==> src/rtl/ps2_pkg.sv <==
// Shared PS/2 device-emulator definitions: FSM states, protocol bytes, frame builder.
package ps2_pkg;

   localparam int unsigned BYTE_W     = 8;
   localparam int unsigned FRAME_BITS = 11;
   localparam int unsigned RX_BITS    = 10;

   typedef enum logic [2:0] {
      IDLE,
      TX_BIT,
      TX_GAP,
      INHIBIT,
      RX_WAIT,
      RX_BIT,
      RX_ACK,
      RESP
   } ps2_state_t;

   localparam logic [BYTE_W-1:0] CMD_ED = 8'hED;
   localparam logic [BYTE_W-1:0] CMD_FF = 8'hFF;
   localparam logic [BYTE_W-1:0] RSP_FA = 8'hFA;
   localparam logic [BYTE_W-1:0] RSP_FE = 8'hFE;
   localparam logic [BYTE_W-1:0] RSP_AA = 8'hAA;

   // Device-to-host frame, bit 0 goes out first: start, data LSB-first, odd parity, stop.
   function automatic logic [FRAME_BITS-1:0] tx_frame(input logic [BYTE_W-1:0] data);
      return {1'b1, ~(^data), data, 1'b0};
   endfunction

endpackage

==> src/rtl/ps2_byte_fifo.sv <==
// Scan-code queue with a show-ahead head; a write alongside a pop is accepted even when full.
module ps2_byte_fifo
   import ps2_pkg::*;
#(
   parameter int unsigned DEPTH = 16
) (
   input  logic              clk,
   input  logic              rst_n,
   input  logic              wr,
   input  logic [BYTE_W-1:0] wdata,
   input  logic              rd,
   output logic [BYTE_W-1:0] head,
   output logic              empty,
   output logic              full
);

   localparam int unsigned AW = $clog2(DEPTH);
   localparam int unsigned CW = AW + 1;

   logic [BYTE_W-1:0] mem [DEPTH];
   logic [AW-1:0]     wptr;
   logic [AW-1:0]     rptr;
   logic [CW-1:0]     count;
   logic              do_wr;
   logic              do_rd;

   assign do_rd = rd && !empty;
   assign do_wr = wr && (!full || do_rd);
   assign empty = (count == '0);
   assign full  = (count == CW'(DEPTH));
   assign head  = mem[rptr];

   always_ff @(posedge clk) begin
      if (!rst_n) begin
         wptr  <= '0;
         rptr  <= '0;
         count <= '0;
      end else begin
         if (do_wr) wptr <= wptr + 1'b1;
         if (do_rd) rptr <= rptr + 1'b1;
         case ({do_wr, do_rd})
            2'b10:   count <= count + 1'b1;
            2'b01:   count <= count - 1'b1;
            default: count <= count;
         endcase
      end
   end

   always_ff @(posedge clk) begin
      if (do_wr) mem[wptr] <= wdata;
   end

endmodule

==> src/rtl/ps2_device_emulator.sv <==
// PS/2 keyboard-side emulator: sends queued scan codes, receives host commands
// (ED lock LEDs, FF reset) and answers with FA/FE/AA ahead of the queue.
module ps2_device_emulator
   import ps2_pkg::*;
#(
   parameter int unsigned CLK_HALF    = 1250,
   parameter int unsigned FIFO_DEPTH  = 16,
   parameter int unsigned GAP_CYC     = 2500,
   parameter int unsigned INHIBIT_CYC = 5000
) (
   input  logic              CLOCK_50,
   input  logic              Resetn,
   input  logic              key_action,
   input  logic [BYTE_W-1:0] scan_code,
   output logic              ps2_clk_o,
   output logic              ps2_dat_o,
   input  logic              ps2_clk_i,
   input  logic              ps2_dat_i,
   output logic [2:0]        ps2_lock_control,
   output logic              fifo_full,
   output logic              overflow,
   output logic              rx_error
);

   localparam int unsigned TW = $clog2(2 * CLK_HALF + GAP_CYC + INHIBIT_CYC + 1);
   localparam logic [TW-1:0] HALF_END = TW'(CLK_HALF - 1);
   localparam logic [TW-1:0] BIT_END  = TW'(2 * CLK_HALF - 1);
   localparam logic [TW-1:0] SAMPLE   = TW'(CLK_HALF + CLK_HALF / 2);
   localparam logic [TW-1:0] GAP_END  = TW'(GAP_CYC - 1);
   localparam logic [TW-1:0] INH_END  = TW'(INHIBIT_CYC - 1);

   ps2_state_t            state;
   logic [TW-1:0]         tcnt;
   logic [3:0]            bit_idx;
   logic [FRAME_BITS-1:0] frame;
   logic                  tx_resp;
   logic                  pop;
   logic [1:0]            resp_cnt;
   logic [BYTE_W-1:0]     resp0;
   logic [BYTE_W-1:0]     resp1;
   logic                  lock_armed;
   logic [RX_BITS-1:0]    rx_sr;
   logic [BYTE_W-1:0]     head;
   logic                  fifo_empty;

   ps2_byte_fifo #(.DEPTH(FIFO_DEPTH)) u_fifo (
      .clk   (CLOCK_50),
      .rst_n (Resetn),
      .wr    (key_action),
      .wdata (scan_code),
      .rd    (pop),
      .head  (head),
      .empty (fifo_empty),
      .full  (fifo_full)
   );

   always_ff @(posedge CLOCK_50) begin
      if (!Resetn) begin
         state            <= IDLE;
         tcnt             <= '0;
         bit_idx          <= '0;
         frame            <= '1;
         tx_resp          <= 1'b0;
         pop              <= 1'b0;
         resp_cnt         <= '0;
         resp0            <= '0;
         resp1            <= '0;
         lock_armed       <= 1'b0;
         rx_sr            <= '0;
         ps2_clk_o        <= 1'b1;
         ps2_dat_o        <= 1'b1;
         ps2_lock_control <= '0;
         overflow         <= 1'b0;
         rx_error         <= 1'b0;
      end else begin
         pop      <= 1'b0;
         rx_error <= 1'b0;
         if (key_action && fifo_full && !pop) overflow <= 1'b1;

         case (state)
            IDLE: begin
               ps2_clk_o <= 1'b1;
               ps2_dat_o <= 1'b1;
               if (!ps2_clk_i) begin
                  // Host holding the clock long enough means it wants to talk.
                  if (tcnt == INH_END) begin
                     state <= INHIBIT;
                     tcnt  <= '0;
                  end else begin
                     tcnt <= tcnt + 1'b1;
                  end
               end else begin
                  tcnt <= '0;
                  if (resp_cnt != 2'd0 || !fifo_empty) begin
                     frame     <= tx_frame((resp_cnt != 2'd0) ? resp0 : head);
                     tx_resp   <= (resp_cnt != 2'd0);
                     state     <= TX_BIT;
                     bit_idx   <= '0;
                     ps2_dat_o <= 1'b0;
                  end
               end
            end

            TX_BIT: begin
               if (ps2_clk_o && !ps2_clk_i) begin
                  // Host pulled the clock while we released it: abort, keep the byte.
                  state     <= INHIBIT;
                  tcnt      <= '0;
                  ps2_clk_o <= 1'b1;
                  ps2_dat_o <= 1'b1;
               end else if (tcnt == HALF_END) begin
                  ps2_clk_o <= 1'b0;
                  tcnt      <= tcnt + 1'b1;
               end else if (tcnt == BIT_END) begin
                  tcnt      <= '0;
                  ps2_clk_o <= 1'b1;
                  if (bit_idx == 4'(FRAME_BITS - 1)) begin
                     state     <= TX_GAP;
                     ps2_dat_o <= 1'b1;
                     if (tx_resp) begin
                        resp0    <= resp1;
                        resp_cnt <= resp_cnt - 1'b1;
                     end else begin
                        pop <= 1'b1;
                     end
                  end else begin
                     bit_idx   <= bit_idx + 1'b1;
                     ps2_dat_o <= frame[1];
                     frame     <= {1'b1, frame[FRAME_BITS-1:1]};
                  end
               end else begin
                  tcnt <= tcnt + 1'b1;
               end
            end

            TX_GAP: begin
               ps2_clk_o <= 1'b1;
               ps2_dat_o <= 1'b1;
               if (tcnt == GAP_END) begin
                  state <= IDLE;
                  tcnt  <= '0;
               end else begin
                  tcnt <= tcnt + 1'b1;
               end
            end

            INHIBIT: begin
               ps2_clk_o <= 1'b1;
               ps2_dat_o <= 1'b1;
               tcnt      <= '0;
               if (ps2_clk_i) state <= RX_WAIT;
            end

            RX_WAIT: begin
               tcnt    <= '0;
               bit_idx <= '0;
               state   <= ps2_dat_i ? IDLE : RX_BIT;
            end

            RX_BIT: begin
               if (tcnt == SAMPLE) rx_sr <= {ps2_dat_i, rx_sr[RX_BITS-1:1]};
               if (tcnt == HALF_END) begin
                  ps2_clk_o <= 1'b0;
                  tcnt      <= tcnt + 1'b1;
               end else if (tcnt == BIT_END) begin
                  tcnt      <= '0;
                  ps2_clk_o <= 1'b1;
                  if (bit_idx == 4'(RX_BITS - 1)) begin
                     state     <= RX_ACK;
                     ps2_dat_o <= 1'b0;
                  end else begin
                     bit_idx <= bit_idx + 1'b1;
                  end
               end else begin
                  tcnt <= tcnt + 1'b1;
               end
            end

            RX_ACK: begin
               if (tcnt == HALF_END) begin
                  ps2_clk_o <= 1'b0;
                  tcnt      <= tcnt + 1'b1;
               end else if (tcnt == BIT_END) begin
                  tcnt      <= '0;
                  ps2_clk_o <= 1'b1;
                  ps2_dat_o <= 1'b1;
                  state     <= RESP;
               end else begin
                  tcnt <= tcnt + 1'b1;
               end
            end

            RESP: begin
               state    <= IDLE;
               resp_cnt <= 2'd1;
               resp0    <= RSP_FA;
               // rx_sr = {stop, parity, data}; data plus parity must hold an odd count of ones.
               if (!(^rx_sr[BYTE_W:0]) || !rx_sr[RX_BITS-1]) begin
                  rx_error <= 1'b1;
                  resp0    <= RSP_FE;
               end else if (lock_armed) begin
                  ps2_lock_control <= rx_sr[2:0];
                  lock_armed       <= 1'b0;
               end else if (rx_sr[BYTE_W-1:0] == CMD_ED) begin
                  lock_armed <= 1'b1;
               end else if (rx_sr[BYTE_W-1:0] == CMD_FF) begin
                  resp1    <= RSP_AA;
                  resp_cnt <= 2'd2;
               end
            end

            default: state <= IDLE;
         endcase
      end
   end

endmodule

==> config.mk <==
export PLATFORM = sky130hd
export DESIGN_NAME = ps2_device_emulator
export DESIGN_NICKNAME = d
export VERILOG_FILES = /design/src/rtl/ps2_pkg.sv /design/src/rtl/ps2_byte_fifo.sv /design/src/rtl/ps2_device_emulator.sv
export SDC_FILE = /design/constraint.sdc
export NUM_CORES = 1
export LEC_CHECK = 0
export CAP_MARGIN = 20
export CELL_PAD_IN_SITES_DETAIL_PLACEMENT = 0
export CELL_PAD_IN_SITES_GLOBAL_PLACEMENT = 1
export CORE_UTILIZATION = 47
export DETAILED_ROUTE_END_ITERATION = 16
export DONT_BUFFER_PORTS = 1
export PLACE_DENSITY = 0.8
export SLEW_MARGIN = 40
export SYNTH_ARGS = -nofsm -noshare
export SYNTH_HDL_FRONTEND = slang
export SYNTH_SLANG_ARGS = --single-unit
==> constraint.sdc <==
create_clock -name CLOCK_50 -period 2.8 [get_ports CLOCK_50]
set_input_delay 0.84 -clock CLOCK_50 [delete_from_list [all_inputs] [get_ports CLOCK_50]]
set_output_delay 0.84 -clock CLOCK_50 [all_outputs]
set_load 0.02 [all_outputs]
==> results of run 1 <==
[routing by layer]
layer  global-route usage  up-vias  share of wire
met5                    0        -              0
met4               0.0648        0          0.018
met3               0.0338       35          0.050
met2                0.334      141           0.50
met1                0.264     2861           0.43
li1                     -     2775              -
[critical path, stage by stage, from the launching register on]
cell,delay (ns)
dfxtp_1,0.34
or4_1,0.58
o21ai_2,0.17
or2_4,0.18
inv_1,0.08
ha_1,0.34
a21o_1,0.18
a21oi_1,0.18
mux2i_1,0.28
xnor2_1,0.15
nor2_1,0.05
[state kept, by name, indices dropped and copies added, names as in the netlist, named ones only]
name              count
u_fifo.mem          128
tcnt                 14
rx_sr                10
frame                 9
u_fifo.count          5
bit_idx               4
u_fifo.rptr           4
u_fifo.wptr           4
ps2_lock_control      3
resp0                 3
state                 3
resp_cnt              2
lock_armed            1
overflow              1
pop                   1
ps2_clk_o             1
ps2_dat_o             1
resp1                 1
rx_error              1
tx_resp               1
[through the flow]
stage	total power [mW]	hold WS [ns]
floorplan	4.14	0.437
global placement	4.33	0.447
detailed placement	4.38	0.460
CTS	7.20	0.398
global route	7.45	0.394
finish	7.14	0.416
[synthesized netlist by cell type, drive strengths merged, types with 4 or more instances]
cell | count | area share
edfxtp | 128 | 0.43
nor2 | 82 | 0.034
dfxtp | 73 | 0.16
nand2 | 56 | 0.024
mux2i | 47 | 0.052
a21oi | 41 | 0.023
o21ai | 29 | 0.016
clkbuf | 24 | 0.010
nand3 | 24 | 0.013
mux4 | 23 | 0.062
inv | 21 | 0.0088
ha | 20 | 0.028
buf | 13 | 0.010
nor2b | 13 | 0.0091
nor3 | 13 | 0.0072
nand2b | 12 | 0.0084
xnor2 | 12 | 0.012
o211ai | 10 | 0.0084
and3 | 7 | 0.0049
or3 | 7 | 0.0049
nand4 | 6 | 0.0042
nor3b | 5 | 0.0042
nor4 | 5 | 0.0035
a211oi | 4 | 0.0039
a21o | 4 | 0.0033
a22oi | 4 | 0.0033
a31oi | 4 | 0.0028
and2 | 4 | 0.0028
nand4b | 4 | 0.0039
o21a | 4 | 0.0033
xor2 | 4 | 0.0039
[cell type report]
cell class              count  area share
flip-flops and latches    201       0.524
multi-input cells         476       0.337
clock buffers              27      0.0592
repair buffers             38      0.0306
well taps                 234      0.0289
clock inverters            13      0.0115
inverters                  22     0.00816
[what timing repair did]
item,in CTS,in global routing
gates resized for setup,0,2
hold buffers,0,0
endpoints found under the setup margin,0,14
[kinds of logic after synthesis]
logic type      share of synthesized area
compound gates                     0.0822
xor+xnor                           0.0156
fa+ha+maj                          0.0301
buf+inv                            0.0296
flops                               0.591
mux                                 0.118
simple gates                        0.133
[power by group through the flow]
stage	logic [mW]	clock network (mW)	registers [mW]
2_1_floorplan	0.755	0	3.38
3_3_place_gp	0.905	0	3.43
3_5_place_dp	0.948	0	3.43
4_1_cts	0.955	2.87	3.37
5_1_grt	1.07	2.99	3.39
6_report	0.950	2.82	3.37
[worst max-delay path by stage]
| stage | startpoint | end | cells past startpoint | slack (ns) |
|---|---|---|---|---|
| 6_report | u_fifo.count[3] | u_fifo.count[4] | 10 | 0.15 |
| 5_1_grt | u_fifo.count[0] | u_fifo.count[4] | 10 | 0.008 |
| 4_1_cts | tcnt[0] | tcnt[4] | 9 | 0.04 |
| 3_5_place_dp | tcnt[0] | tcnt[4] | 9 | 0.09 |
| 3_3_place_gp | u_fifo.count[0] | u_fifo.count[4] | 10 | 0.27 |
| 2_1_floorplan | u_fifo.count[0] | u_fifo.count[4] | 11 | 0.06 |
==> impl_metrics.json, run 1 <==
{
  "synth_edf_count": 128,
  "fillCellCount": 1493,
  "hold_depth": 1,
  "netlist_instances": 736,
  "ys.flop_type": "edfxtp_1",
  "final_util": 0.541,
  "critPathKind": "flop to flop",
  "r2r-start": "u_fifo.count[3]",
  "dr_total_vias": 5812,
  "timing.final.ws_setup_ns": 0.148,
  "cts_sinks": 201,
  "mostFrequentLayoutCells": "edfxtp_1 (128), nor2_1 (82), dfxtp_1 (72), nand2_1 (55), mux2i_1 (47)",
  "multi_input_area_sq_um": 3420,
  "place_hpwl_mm": 12.7,
  "peakVddDrop_v": 0.000385,
  "fmax_mhz": 377,
  "syn-num-nets": 770,
  "r2r_slack_ns": 0.15,
  "final_cells": 1011,
  "drc": 0,
  "cts_tree": "done",
  "root_buffer": "clkbuf_16",
  "placementRows": 50,
  "cp-end-kind": "flop",
  "clk_pin_slew_ns": 0.06,
  "ys_types": 62,
  "rsz0062_at_grt": "no",
  "fin_nets": 795,
  "layout_commonest_cell": "edfxtp_1",
  "syn-cell-area_sq_um": 8980,
  "cts.htree.levels": 1,
  "start_util": 0.480,
  "combPwrFrac": 0.133,
  "die_h_um": 140,
  "setup_viol": 0,
  "p_int_mw": 5.28,
  "antenna_cells": 0,
  "synthArstFlopShare": 0,
  "seqPwrFrac": 0.472,
  "p_per_area_nw_per_um2": 705,
  "clk_path_buf_depth": 3,
  "wire_per_inst_um": 18.7,
  "ant_nets": 0,
  "globalplace.congestion": 0.871,
  "dr.first_iter.drc_count": 418,
  "hold_path.startpoint": "Resetn",
  "drv_slew": 0,
  "io_pins": 21,
  "min_period_over_period": 0.947,
  "synth-seq-cells": 201,
  "slew_headroom": 0.603,
  "max_cap_violations": 0,
  "totalWireLength_mm": 18.9,
  "startpoint_type": "flop",
  "cts_buffers": 22,
  "r2r_cells": 10,
  "min_period_ns": 2.65,
  "arrival_ns": 3.02,
  "grt_overflow": 0,
  "post_cts_buffers": 0,
  "worst_pin_slew_ns": 0.595,
  "status": "finished clean",
  "syn_to_final_growth_pct": 12.8,
  "core-area_sq_um": 18700,
  "post-place-cells": 971,
  "r2r_end": "u_fifo.count[4]",
  "tns_ns": 0,
  "die_w_um": 140,
  "via_per_inst": 5.75,
  "worst_hold_path.endpoint": "frame[2]",
  "avgSynthCellArea_sq_um": 12.2,
  "p_leak_nw": 3.49,
  "antenna_found_initial": 0,
  "ys_warn_count": 0,
  "seqCellArea_sq_um": 5310,
  "drive_above_1_share": 0.129,
  "drt-pass1-iter-count": 4,
  "skew_ns": 0.0257,
  "hold_viol": 0,
  "p_sw_frac": 0.260,
  "p_switching_mw": 1.86,
  "die_area_sq_um": 19700,
  "power_frac_clock": 0.394,
  "grt_max_degree": 45,
  "ys_seq_area_frac": 0.591,
  "fin_area_sq_um": 10100,
  "hp-class": "input port to flop",
  "clk_latency_ns": 0.52,
  "critPathRequiredTime_ns": 3.17,
  "grt_pass1_wl_mm": 30.5,
  "cp_max_fo": 6,
  "grt_pass1_vias": 5820,
  "dp_slack_ns": 0.0882,
  "port_buffers": 0,
  "placed_area_sq_um": 9410,
  "gr-usage-all-layers": 0.199
}
No activity file was read; power rests on OpenSTA's default activity.
==> inputs of run 2 (changes only) <==
--- a/config.mk
+++ b/config.mk
@@ -8,10 +8,10 @@
 export CAP_MARGIN = 20
 export CELL_PAD_IN_SITES_DETAIL_PLACEMENT = 0
 export CELL_PAD_IN_SITES_GLOBAL_PLACEMENT = 1
-export CORE_UTILIZATION = 47
+export CORE_UTILIZATION = 45
 export DETAILED_ROUTE_END_ITERATION = 16
 export DONT_BUFFER_PORTS = 1
-export PLACE_DENSITY = 0.8
+export PLACE_DENSITY = 0.78
 export SLEW_MARGIN = 40
 export SYNTH_ARGS = -nofsm -noshare
 export SYNTH_HDL_FRONTEND = slang
==> run 2 against run 1 <==
  * Hold slack got worse by 0.0030 ns
  * Clock power down 5%
  * Via count shrank 0.67%
  * Die area increased by 4.4%
  * Highest routed layer unchanged
  * Power shrank 1.8%
  * Cell count increased by 3.3%
  * Sequential share of layout area is 0.11 points lower
==> impl_metrics.json, run 2 (synthesis gave the netlist of run 1 again) <==
{
  "startpoint": "u_fifo.count[3]",
  "layout_commonest_cell": "edfxtp_1",
  "die_w_um": 143,
  "core-area_sq_um": 19500,
  "peakVddDrop_v": 0.000453,
  "cp-end-kind": "flop",
  "worst_pin_slew_ns": 0.617,
  "p_leak_nw": 3.47,
  "r2r_slack_ns": 0.13,
  "min_period_ns": 2.67,
  "p_per_area_nw_per_um2": 691,
  "ant_nets": 0,
  "hold_path.startpoint": "Resetn",
  "fin_nets": 798,
  "slew_headroom": 0.588,
  "final_util": 0.520,
  "max_cap_violations": 0,
  "antenna_cells": 0,
  "drv_slew": 0,
  "cts_buffers": 21,
  "antenna_found_initial": 0,
  "clk_pin_slew_ns": 0.06,
  "grt_pass1_wl_mm": 30.0,
  "syn_to_final_growth_pct": 13.0,
  "grt_pass1_vias": 5653,
  "die_h_um": 143,
  "dr_total_vias": 5773,
  "via_per_inst": 5.53,
  "dr.first_iter.drc_count": 483,
  "critPathRequiredTime_ns": 3.17,
  "cts_hold_buf": 0,
  "reg.largest.list": "u_fifo.mem (128), tcnt (14), rx_sr (10)",
  "setup_viol": 0,
  "gr-usage-all-layers": 0.190,
  "critPathKind": "flop to flop",
  "placementRows": 51,
  "largest_reg_flops": 128,
  "die_area_sq_um": 20500,
  "drive_above_1_share": 0.127,
  "io_pins": 21,
  "hold_viol": 0,
  "cts_tree": "done",
  "arrival_ns": 3.03,
  "skew_ns": 0.0136,
  "hp-class": "input port to flop",
  "drt-pass1-iter-count": 5,
  "fmax_mhz": 375,
  "clk_path_buf_depth": 3,
  "start_util": 0.460,
  "totalWireLength_mm": 18.9,
  "port_buffers": 0,
  "wire_per_inst_um": 18.1,
  "rsz0062_at_grt": "no",
  "largest-register": "u_fifo.mem",
  "drc": 0,
  "grt_max_degree": 51,
  "clk_latency_ns": 0.50,
  "min_period_over_period": 0.953,
  "cts.htree.levels": 1,
  "tns_ns": 0,
  "r2r-start": "u_fifo.count[3]",
  "grt_overflow": 0,
  "cp_max_fo": 6,
  "status": "finished clean",
  "root_buffer": "clkbuf_16",
  "mostFrequentLayoutCells": "edfxtp_1 (128), nor2_1 (82), dfxtp_1 (72), nand2_1 (55), mux2i_1 (47)",
  "place_hpwl_mm": 12.7,
  "startpoint_type": "flop",
  "globalplace.congestion": 0.870,
  "cts_sinks": 201
}
## run 2: area by class of cell
cell class,instances,area (sq um)
Clock buffer,28,572
Sequential cell,201,5310
Clock inverter,10,93.8
Fill cell,1669,9380
Inverter,22,82.6
Timing Repair Buffer,42,340
Multi-Input combinational cell,476,3420
Tap cell,265,332
## run 2: per-layer routing
metal / track usage / share of wire / wire length [um]
met3: 0.0285 / 0.048 / 911
met2: 0.323 / 0.49 / 9300
met1: 0.253 / 0.44 / 8340
met4: 0.0510 / 0.016 / 301
met5: 0 / 0 / 0
## run 2: critical path, stage by stage, from the launching register on
cell	delay, ns
dfxtp_1	0.36
or4_4	0.59
o21ai_2	0.18
or2_4	0.18
inv_1	0.08
ha_1	0.34
a21o_1	0.18
a21oi_1	0.19
mux2i_1	0.25
xnor2_1	0.14
nor2_1	0.05
## run 2: path summary, 6_finish.rpt
path	cells past startpoint	end
setup / recovery	10	u_fifo.count[4]
setup reg to reg	10	u_fifo.count[4]
hold / removal	1	frame[2]
hold reg to reg	2	tx_resp
## run 2: where the power goes
part	internal [mW]	switching, mW	total, mW	leakage [nW]
sequential	3.27	0.0945	3.36	1.75
clock	1.54	1.13	2.67	0.320
combinational	0.390	0.582	0.971	1.41
## run 2: stage by stage
stage / hold WS, ns / worst slack [ns] / cells / cell area, sq um / total power, mW
final: 0.413 / 0.133 / 1044 / 10100 / 7.01
after global routing: 0.408 / 0.0229 / 1044 / 10100 / 7.31
after CTS: 0.399 / 0.0648 / 1043 / 10100 / 7.06
after detailed placement: 0.461 / 0.0876 / 1005 / 9470 / 4.39
after global placement: 0.457 / 0.248 / 1005 / 9460 / 4.34
after floorplan: 0.437 / 0.0567 / 736 / 8980 / 4.14
## run 2: repair_timing
item                                   CTS  global route
setup endpoints to repair                0             7
resized for setup                        0             2
buffers inserted                         0             1
endpoints found under the hold margin    0             0
==> inputs of run 3 (changes only) <==
--- a/config.mk
+++ b/config.mk
@@ -11,7 +11,7 @@
 export CORE_UTILIZATION = 45
 export DETAILED_ROUTE_END_ITERATION = 16
 export DONT_BUFFER_PORTS = 1
-export PLACE_DENSITY = 0.78
+export PLACE_DENSITY = 0.75
 export SLEW_MARGIN = 40
 export SYNTH_ARGS = -nofsm -noshare
 export SYNTH_HDL_FRONTEND = slang
==> constraint.sdc (replaced) <==
create_clock -name CLOCK_50 -period 3.2 [get_ports CLOCK_50]
set_input_delay 0.96 -clock CLOCK_50 [delete_from_list [all_inputs] [get_ports CLOCK_50]]
set_output_delay 0.96 -clock CLOCK_50 [all_outputs]
set_load 0.02 [all_outputs]
==> run 3 against run 2 <==
  * Sequential power is 12% lower
  * Routed wire length shrank 1.5%
  * Die area is the same
  * Clock-buffer cell count fell by 3
  * Global-route usage shrank 0.14 points
  * Combinational power shrank 14%
==> impl_metrics.json, run 3 (synthesis gave the netlist of run 1 again) <==
{
  "r2r_slack_ns": 0.33,
  "p_per_area_nw_per_um2": 611,
  "dr_total_vias": 5713,
  "via_per_inst": 5.52,
  "grt_pass1_vias": 5642,
  "fin_area_sq_um": 10100,
  "r2r_end": "u_fifo.count[4]",
  "totalWireLength_mm": 18.6,
  "hp-class": "flop to flop",
  "cts.htree.levels": 1,
  "cts_tree": "done",
  "fin_nets": 790,
  "cts_buffers": 22,
  "grt_max_degree": 48,
  "largest_reg_flops": 128,
  "io_pins": 21,
  "r2r-start": "u_fifo.count[3]",
  "rsz0062_at_grt": "no",
  "clk_pin_slew_ns": 0.06,
  "worst_pin_slew_ns": 0.696,
  "fmax_mhz": 349,
  "peakVddDrop_v": 0.000337,
  "drv_slew": 0,
  "startpoint_type": "flop",
  "min_period_over_period": 0.896,
  "worst-path-stages": 10,
  "setup_viol": 0,
  "slowest_stage": "or4_1",
  "cp_max_fo": 6,
  "drive_above_1_share": 0.112,
  "startpoint": "u_fifo.count[3]",
  "endpoint": "u_fifo.count[4]",
  "largest-register": "u_fifo.mem",
  "gr-usage-all-layers": 0.189,
  "grt_overflow": 0,
  "final_cells": 1035,
  "clk_latency_ns": 0.50,
  "max_cap_violations": 0,
  "root_buffer": "clkbuf_16",
  "layout_commonest_cell": "edfxtp_1",
  "reg.largest.list": "u_fifo.mem (128), tcnt (14), rx_sr (10)",
  "antenna_found_initial": 0,
  "worst-path-buf-inv": 1,
  "clk_path_buf_depth": 3,
  "min_period_ns": 2.87,
  "placed_area_sq_um": 9400,
  "wire_per_inst_um": 17.9,
  "crit_chain": "or4_1 -> o21ai_1 -> or2_2 -> inv_1 -> ha_1 -> a21o_1 -> a21oi_1 -> mux2i_1 -> xnor2_1 -> nor2_1",
  "p_leak_nw": 3.44,
  "drc": 0,
  "tns_ns": 0,
  "core-area_sq_um": 19500,
  "cts_hold_buf": 0,
  "placementRows": 51,
  "port_buffers": 0,
  "drt-pass1-iter-count": 4,
  "mostFrequentLayoutCells": "edfxtp_1 (128), nor2_1 (82), dfxtp_1 (72), nand2_1 (55), mux2i_1 (47)",
  "die_area_sq_um": 20500,
  "syn_to_final_growth_pct": 12.3,
  "hold_slack_ns": 0.471,
  "hold_path.startpoint": "resp1[1]",
  "r2r_cells": 10,
  "globalplace.congestion": 0.878,
  "skew_ns": 0.00624,
  "slew_headroom": 0.532,
  "cts_resized": 0,
  "path_delay_family": "simple AND/OR/NAND/NOR gates",
  "cts_sinks": 201,
  "grt_pass1_wl_mm": 29.8,
  "start_util": 0.460,
  "critPathRequiredTime_ns": 3.57,
  "die_w_um": 143,
  "hold_viol": 0,
  "status": "finished clean",
  "post-place-cells": 997,
  "arrival_ns": 3.24,
  "cp_slowest_stage_delay_ns": 0.66,
  "cp-end-kind": "flop",
  "post_cts_buffers": 0,
  "place_hpwl_mm": 12.6,
  "die_h_um": 143,
  "dr.first_iter.drc_count": 378,
  "antenna_cells": 0,
  "critPathKind": "flop to flop",
  "ant_nets": 0
}
## run 3: worst min-delay path by stage
stage                    end  slack, ns  cells after the start
floorplan           frame[2]       0.44                      2
global placement    frame[2]       0.45                      2
detailed placement  resp1[1]       0.46                      2
CTS                  tx_resp       0.47                      2
global route        frame[8]       0.51                      2
finish              resp1[1]       0.47                      2
## run 3: metal layers
metal | track usage | vias up | wire [um]
li1 | - | 2762 | -
met1 | 0.243 | 2809 | 8340
met2 | 0.326 | 115 | 8970
met3 | 0.0386 | 27 | 965
met4 | 0.0448 | 0 | 295
met5 | 0 | - | 0
## run 3: cell type report
class | instances | area (sq um)
Clock buffer | 25 | 583
Multi-Input combinational cell | 476 | 3410
Sequential cell | 201 | 5310
Clock inverter | 13 | 92.6
Inverter | 22 | 82.6
Timing Repair Buffer | 33 | 273
Fill cell | 1672 | 9450
Tap cell | 265 | 332
## run 3: stage by stage
step,util,setup slack [ns],total power [mW]
floorplan,-,0.352,3.62
global placement,0.481,0.413,3.79
detailed placement,0.482,0.377,3.82
CTS,0.516,0.338,6.21
global route,0.516,0.216,6.44
finish,0.516,0.333,6.15
## run 3: tightest hold or removal path, stage by stage (launching register included)
cell,delay (ns)
dfxtp_1,0.32
nor2_1,0.05
nor2_1,0.07
## run 3: report_power, final
group,internal (mW),switching [mW]
sequential,2.86,0.0838
clock,1.38,0.993
combinational,0.327,0.506
